<file path="src/rtl/rf_wb_arbiter_if.sv">
// rf_wb_arbiter_if
//   Signal bundle between the three writeback requesters, the register-file
//   write port, the issue stage and the writeback arbiter.
//
//   Handshake (one rule for every requester i): a transfer happens in the
//   cycle where req_vld[i] & req_rdy[i] are both high. req_rdy never depends
//   on anything the requester does in the same cycle except req_vld. While
//   req_vld[i] is high and not granted, the requester holds req_addr/req_data.
//   The requester may drop req_vld without a transfer.
//
//   Signals:
//     req_vld/req_addr/req_data  requester -> arbiter (packed, slot i at i*AW / i*DW)
//     req_rdy                    arbiter -> requester, one-hot grant
//     rf_we/rf_waddr/rf_wdata    arbiter -> register file (registered)
//     iss_vld/iss_addr           issue stage -> arbiter (destination being issued)
//     busy                       arbiter -> issue stage, pending-write scoreboard
//     fwd_*                      bypass port, only when WB_FWD_EN is defined
//
//   Build option: WB_FWD_EN adds fwd_raddr1/fwd_raddr2/fwd_hit1/fwd_hit2/fwd_data.
interface rf_wb_arbiter_if #(
  parameter int NREQ = 3,
  parameter int AW   = 5,
  parameter int DW   = 32
);
  logic [NREQ-1:0]    req_vld;
  logic [NREQ*AW-1:0] req_addr;
  logic [NREQ*DW-1:0] req_data;
  logic [NREQ-1:0]    req_rdy;
  logic               rf_we;
  logic [AW-1:0]      rf_waddr;
  logic [DW-1:0]      rf_wdata;
  logic               iss_vld;
  logic [AW-1:0]      iss_addr;
  logic [31:0]        busy;
`ifdef WB_FWD_EN
  logic [AW-1:0]      fwd_raddr1;
  logic [AW-1:0]      fwd_raddr2;
  logic               fwd_hit1;
  logic               fwd_hit2;
  logic [DW-1:0]      fwd_data;

  modport master (
    output req_vld, req_addr, req_data, iss_vld, iss_addr, fwd_raddr1, fwd_raddr2,
    input  req_rdy, rf_we, rf_waddr, rf_wdata, busy, fwd_hit1, fwd_hit2, fwd_data
  );
  modport slave (
    input  req_vld, req_addr, req_data, iss_vld, iss_addr, fwd_raddr1, fwd_raddr2,
    output req_rdy, rf_we, rf_waddr, rf_wdata, busy, fwd_hit1, fwd_hit2, fwd_data
  );
`else
  modport master (
    output req_vld, req_addr, req_data, iss_vld, iss_addr,
    input  req_rdy, rf_we, rf_waddr, rf_wdata, busy
  );
  modport slave (
    input  req_vld, req_addr, req_data, iss_vld, iss_addr,
    output req_rdy, rf_we, rf_waddr, rf_wdata, busy
  );
`endif
endinterface

</file>
<file path="src/rtl/rf_wb_arbiter.sv">
// rf_wb_arbiter
//   Shares the single register-file write port among NREQ writeback
//   requesters (0=ALU, 1=load, 2=mul/div) with round-robin arbitration,
//   registers the winning write towards the register file, and keeps a
//   32-entry pending-write scoreboard for the issue stage.
//
//   Ports:
//     clk  posedge clock
//     rst  synchronous, active-high reset
//     bus  rf_wb_arbiter_if.slave (requests, grants, rf write, issue, busy)
//
//   Build option: WB_FWD_EN enables the writeback bypass outputs
//   fwd_hit1/fwd_hit2/fwd_data, compared against fwd_raddr1/fwd_raddr2.
module rf_wb_arbiter #(
  parameter int NREQ = 3,
  parameter int AW   = 5,
  parameter int DW   = 32
) (
  input  logic           clk,
  input  logic           rst,
  rf_wb_arbiter_if.slave bus
);
  localparam int PW = (NREQ > 1) ? $clog2(NREQ) : 1;

  logic [PW-1:0]   ptr;
  logic [PW-1:0]   gnt_idx;
  logic            gnt_any;
  logic [NREQ-1:0] gnt;
  logic [AW-1:0]   gnt_addr;
  logic [DW-1:0]   gnt_data;

  logic            rf_we_q;
  logic [AW-1:0]   rf_waddr_q;
  logic [DW-1:0]   rf_wdata_q;
  logic [31:0]     busy_q;
  logic [31:0]     busy_nxt;

  // Round-robin search in two passes: first the indices at or above ptr,
  // then the ones below it. This walks ptr, ptr+1, ... wrapping, using only
  // constant bit selects.
  always_comb begin
    gnt      = '0;
    gnt_idx  = '0;
    gnt_any  = 1'b0;
    gnt_addr = '0;
    gnt_data = '0;
    for (int i = 0; i < NREQ; i++) begin
      if (!rst && !gnt_any && (i >= int'(ptr)) && bus.req_vld[i]) begin
        gnt[i]  = 1'b1;
        gnt_idx = PW'(i);
        gnt_any = 1'b1;
      end
    end
    for (int i = 0; i < NREQ; i++) begin
      if (!rst && !gnt_any && (i < int'(ptr)) && bus.req_vld[i]) begin
        gnt[i]  = 1'b1;
        gnt_idx = PW'(i);
        gnt_any = 1'b1;
      end
    end
    for (int i = 0; i < NREQ; i++) begin
      if (gnt[i]) begin
        gnt_addr = bus.req_addr[i*AW +: AW];
        gnt_data = bus.req_data[i*DW +: DW];
      end
    end
  end

  // Clear first, then set: an issue to the same register in the grant cycle
  // belongs to a newer producer and must keep the bit set.
  always_comb begin
    busy_nxt = busy_q;
    if (gnt_any && (gnt_addr != '0)) begin
      busy_nxt[gnt_addr] = 1'b0;
    end
    if (bus.iss_vld && (bus.iss_addr != '0)) begin
      busy_nxt[bus.iss_addr] = 1'b1;
    end
    busy_nxt[0] = 1'b0;
  end

  // A grant to register 0 is consumed (and its address/data captured like
  // any other grant) but never raises rf_we.
  always_ff @(posedge clk) begin
    if (rst) begin
      ptr        <= '0;
      rf_we_q    <= 1'b0;
      rf_waddr_q <= '0;
      rf_wdata_q <= '0;
      busy_q     <= '0;
    end else begin
      busy_q <= busy_nxt;
      if (gnt_any) begin
        ptr        <= (gnt_idx == PW'(NREQ - 1)) ? '0 : PW'(gnt_idx + 1'b1);
        rf_we_q    <= (gnt_addr != '0);
        rf_waddr_q <= gnt_addr;
        rf_wdata_q <= gnt_data;
      end else begin
        rf_we_q <= 1'b0;
      end
    end
  end

  assign bus.req_rdy  = gnt;
  assign bus.rf_we    = rf_we_q;
  assign bus.rf_waddr = rf_waddr_q;
  assign bus.rf_wdata = rf_wdata_q;
  assign bus.busy     = busy_q;

`ifdef WB_FWD_EN
  assign bus.fwd_hit1 = rf_we_q && (rf_waddr_q == bus.fwd_raddr1) && (rf_waddr_q != '0);
  assign bus.fwd_hit2 = rf_we_q && (rf_waddr_q == bus.fwd_raddr2) && (rf_waddr_q != '0);
  assign bus.fwd_data = rf_wdata_q;
`endif
endmodule

</file>
<file path="src/flat_wrapper.sv">
// flat-port wrapper written by rule: the top's interface ports become plain ports
module rf_wb_arbiter_flat 
#(
  parameter int NREQ = 3,
  parameter int AW   = 5,
  parameter int DW   = 32
)
  (clk, rst, bus_req_vld, bus_req_addr, bus_req_data, bus_iss_vld, bus_iss_addr, bus_req_rdy, bus_rf_we, bus_rf_waddr, bus_rf_wdata, bus_busy);
  rf_wb_arbiter_if #(.NREQ(NREQ), .AW(AW), .DW(DW)) bus_i ();
  input  logic clk;
  input  logic rst;
  input wire logic [$bits(bus_i.req_vld)-1:0] bus_req_vld;
  input wire logic [$bits(bus_i.req_addr)-1:0] bus_req_addr;
  input wire logic [$bits(bus_i.req_data)-1:0] bus_req_data;
  input wire logic [$bits(bus_i.iss_vld)-1:0] bus_iss_vld;
  input wire logic [$bits(bus_i.iss_addr)-1:0] bus_iss_addr;
  output wire logic [$bits(bus_i.req_rdy)-1:0] bus_req_rdy;
  output wire logic [$bits(bus_i.rf_we)-1:0] bus_rf_we;
  output wire logic [$bits(bus_i.rf_waddr)-1:0] bus_rf_waddr;
  output wire logic [$bits(bus_i.rf_wdata)-1:0] bus_rf_wdata;
  output wire logic [$bits(bus_i.busy)-1:0] bus_busy;
  assign bus_i.req_vld = bus_req_vld;
  assign bus_i.req_addr = bus_req_addr;
  assign bus_i.req_data = bus_req_data;
  assign bus_i.iss_vld = bus_iss_vld;
  assign bus_i.iss_addr = bus_iss_addr;
  assign bus_req_rdy = bus_i.req_rdy;
  assign bus_rf_we = bus_i.rf_we;
  assign bus_rf_waddr = bus_i.rf_waddr;
  assign bus_rf_wdata = bus_i.rf_wdata;
  assign bus_busy = bus_i.busy;
  rf_wb_arbiter #(.NREQ(NREQ), .AW(AW), .DW(DW)) u_core (.clk(clk), .rst(rst), .bus(bus_i));
endmodule
</file>
<file path="config.mk">
export PLATFORM = sky130hd
export DESIGN_NAME = rf_wb_arbiter_flat
export DESIGN_NICKNAME = d
export VERILOG_FILES = /design/src/rtl/rf_wb_arbiter_if.sv /design/src/rtl/rf_wb_arbiter.sv /design/src/flat_wrapper.sv
export SDC_FILE = /design/constraint.sdc
export NUM_CORES = 1
export LEC_CHECK = 0
export CORE_MARGIN = 1
export CORE_UTILIZATION = 39
export DETAILED_ROUTE_END_ITERATION = 7
export PLACE_DENSITY_LB_ADDON = 0.2
export SLEW_MARGIN = 20
export SYNTH_ARGS = -nofsm -noshare
export SYNTH_HDL_FRONTEND = slang
export SYNTH_SLANG_ARGS = --single-unit
</file>
<file path="constraint.sdc">
create_clock -name clk -period 2.6 [get_ports clk]
set_input_delay 0.52 -clock clk [delete_from_list [all_inputs] [get_ports clk]]
set_output_delay 0.52 -clock clk [all_outputs]
set_load 0.01 [all_outputs]
</file>
==> summary.md <==
| Metric | Value |
|---|---|
| Status | `finished clean` |
| HPWL after DPL | `9467 microns` |
| Diodes inserted | `0` |
| CP max-delay cell | `clkdlybuf4s50_1` |
| Setup CP Type | `input pin to primary output` |
| Max incr delay on CP | `0.46 ns` |
| Clock Power Share | `29.4%` |
| Vias | `4,030` |
| CTS root buf | `clkbuf_8` |
| Die Width | `97.20 microns` |
| Post-synth top area cell | `dfxtp_1` |
| FMAX | `0.4001 GHz` |
| Fin crit period | `2.500 ns` |
| Htree depth | `3` |
| Worst slew pin tran | `0.6662 ns` |
| Area contributors post-synth | `dfxtp_1 40%, a222oi_1 9.1%, nand2_1 7.8%` |
| Die ar. | `9448 sq um` |
| Sw Share | `29.75%` |
| Class of the worst hold path | `flop to flop` |
| Clk Latency, worst-skew pair | `0.35 ns` |
| Unrepaired setup endpoints after global routing | `no` |
| Resized Gates After CTS | `3` |
| Kind of cell adding the most delay to the critical path | `buffers and inverters` |
| Startpoint types | `input pin` |
| Met1 Resource Use GR | `30.45%` |
| Met3 Use GR | `7.842%` |
| Initial core utilization | `40.33%` |
| Vias in the first global route | `4,026` |
| Post-synth top cells | `73 x nand2_1, 71 x dfxtp_1, 66 x nor2_1` |
| Critical path required time | `2.08 ns` |
| CTS Hold Bufs | `0` |
| Yosys warnings | `0` |
| Data arrival, critical path | `1.98 ns` |
| Avg Cell Area, Syn | `8.663 sq um` |
| GRT busiest layer | `met2` |
| Clock sink total | `71` |
| RR Startpoint | `u_core.ptr[1]` |
| WHS Endpoint | `u_core.bus.rf_waddr[2]` |
| Yosys top cell area share | `40.21%` |
| CTS clk-pin slew, worst paths | `0.08 ns` |
| P_int | `1.916 mW` |
| Yosys reg bits | `71` |
| Pwr per Cell Area | `459.9 nW/um^2` |
| Avg Vias per Cell | `5.521` |
| Final std cells w/o fill | `730` |
| Final Cycle Share | `96.14%` |
| Ports | `195` |
| Seq/Total Area, Yosys | `40.21%` |
| Mapped Nets | `530` |
| Core area | `8763 sq um` |
| Worst clock skew | `0.01536 ns` |
| Drc violations | `0` |
| Yosys cell types | `46` |
| Placed insts | `714` |
| Avg WL per Cell | `16.89 microns` |
| Cell Chain, Critical Path | `clkdlybuf4s50_1, or3b_4, a31oi_4, dlygate4sd2_1` |
| All-Layer GR Usage | `26.23%` |
| Hold Fails Final Rpt | `0` |
| Iter 0 DRT Violations | `303` |
| Die height | `97.20 microns` |
| Worst r2r dst | `u_core.bus.busy[19]` |
| Cell Area, Synth | `3535 sq um` |
| Slew Limit Headroom | `55.59%` |
| Initial antenna violation count | `0` |
| Hold path cells | `2` |
| Postcts setup bufs | `0` |
| Share of layout cells above drive strength 1 | `14.95%` |
| Buf+Inv Stages, Crit Path | `2` |
| Worst VDD drop | `0.3495 mV` |
| Leak | `2.190 nW` |
| M2 GR Usage | `44.80%` |
| Routed wire length | `12,330 microns` |
| Pre-antenna DRT Iters | `8` |
| Net Switching | `811.4 uW` |
| Hold_sp | `u_core.bus.rf_waddr[2]` |
| Sequential share of power | `43.7%` |
| Number of synthesized flops with an enable pin | `0` |
| TritonCTS Buffers | `9` |
| Synth Flop Type | `dfxtp_1` |
| Fin. max-slew vios | `0` |
| Post-route ant nets | `0` |
| Place WS | `-0.2436 ns` |
| First-pass GRT wire length | `19,910 microns` |
| Comb power frac | `26.9%` |
| Post-route setup TNS | `0 ns` |
| Reg2Reg Setup Slack | `0.35 ns` |
| Cell count after synthesis | `408` |
| PortBufs | `193` |
| Area grow syn2layout | `67.75%` |
| CP Max Fanout | `5` |
| MaxCap Viol Count | `0` |
| Buffer levels on the longest clock path | `2` |
| Final setup fails | `0` |
| Total Nets Final | `739` |
| Routability cong. | `0.8132` |
| Register-to-Register Path Depth | `6` |
| CTS tree | `done` |
| Synth async-reset ratio | `0%` |
| GRT overflow | `0` |
| Critical Path Sink Type | `primary output` |
| Setup ws final | `0.1003 ns` |
| Site Rows | `34` |
| Most numerous cell in the Yosys netlist | `nand2_1` |
| Pin count of the biggest net entering global routing | `34` |
## power groups by stage
stage | Clock [mW] | Combinational (mW) | Sequential [mW]
floorplan | 0 | 0.273 | 1.24
global route | 0.864 | 0.787 | 1.20
finish | 0.801 | 0.734 | 1.19
global placement | 0 | 0.717 | 1.21
detailed placement | 0 | 0.727 | 1.22
CTS | 0.813 | 0.728 | 1.19
## flip-flops by register name, indices dropped and copies added, names as in the netlist
name                 cells
u_core.bus.busy         31
u_core.bus.rf_waddr      5
u_core.bus.rf_wdata     32
u_core.bus.rf_we         1
u_core.ptr               2
## metrics by stage
stage          power [mW]  hold slack, ns  area [sq um]  util (%)
3_5_place_dp        1.942          0.4513          5739     65.49
3_3_place_gp        1.929          0.4466          5739     65.49
4_1_cts             2.731          0.4621          5907     67.40
6_report            2.727          0.4598          5929     67.66
2_1_floorplan       1.514          0.4805          3535         -
5_1_grt             2.850          0.4805          5929     67.66
## worst register-to-register path, stage by stage, from the launching register on
cell and delay [ns]:
dfxtp_1 0.47, and2b_1 0.35, a2111oi_1 0.47, o31ai_2 0.17
buf_4 0.20, nor3_2 0.33, a211oi_1 0.13
## cells in the final DEF, fill, tap and decap left out, drive strengths merged
cell type,n
and3b,1
and2b,1
or2,4
nand3,4
nor4b,1
a311o,1
dlygate4sd2,3
nand2,73
nand2b,6
a31oi,1
dfxtp,71
and3,5
nand4,2
buf,36
a21oi,7
or3b,1
nor2,66
a21o,1
nor3,34
clkbuf,9
and2,1
nor4,3
nor2b,3
clkinv,4
o21bai,1
conb,1
o31ai,1
clkinvlp,2
inv,9
a221o,3
a211oi,33
a221oi,3
a222oi,32
a2111oi,7
o32a,1
o32ai,1
clkdlybuf4s50,190
## cell type report
| cell class | instances | area [sq um] |
|---|---|---|
| fillers | 721 | 2834 |
| repair buffers | 229 | 2211 |
| multi-input cells | 298 | 1961 |
| flip-flops and latches | 71 | 1421 |
| well taps | 108 | 135.1 |
| clock buffers | 9 | 123.9 |
| clock inverters | 7 | 47.55 |
| inverters | 8 | 30.03 |
## metal layers
| layer | part of all wire [%] | wire [microns] |
|---|---|---|
| met5 | 0 | 0 |
| met4 | 2.4 | 299 |
| met2 | 50 | 6110 |
| met1 | 40 | 4903 |
| met3 | 8.2 | 1014 |
## how the worst max path moves through the flow
stage	from	endpoint	slack, ns	depth (start not counted)
2_1_floorplan	bus_req_vld[1]	bus_req_rdy[0]	0.46	4
3_3_place_gp	bus_req_vld[1]	u_core.bus.busy[11]	-0.19	10
3_5_place_dp	rst	u_core.bus.busy[14]	-0.24	8
4_1_cts	bus_req_vld[1]	bus_req_rdy[0]	0.1	5
5_1_grt	rst	u_core.bus.busy[1]	0.006	8
6_report	bus_req_vld[1]	bus_req_rdy[2]	0.10	4
## cells by family after synthesis
| kind of cell | Yosys count | share of synthesized area [%] |
|---|---|---|
| AND/OR/NAND/NOR | 205 | 26.90 |
| flip-flops | 71 | 40.21 |
| other | 1 | 0.1061 |
| AO/OA/AOI/OAI | 92 | 27.26 |
| buffers and inverters | 39 | 5.522 |
Note: power is estimated with default switching activity, not from simulation.
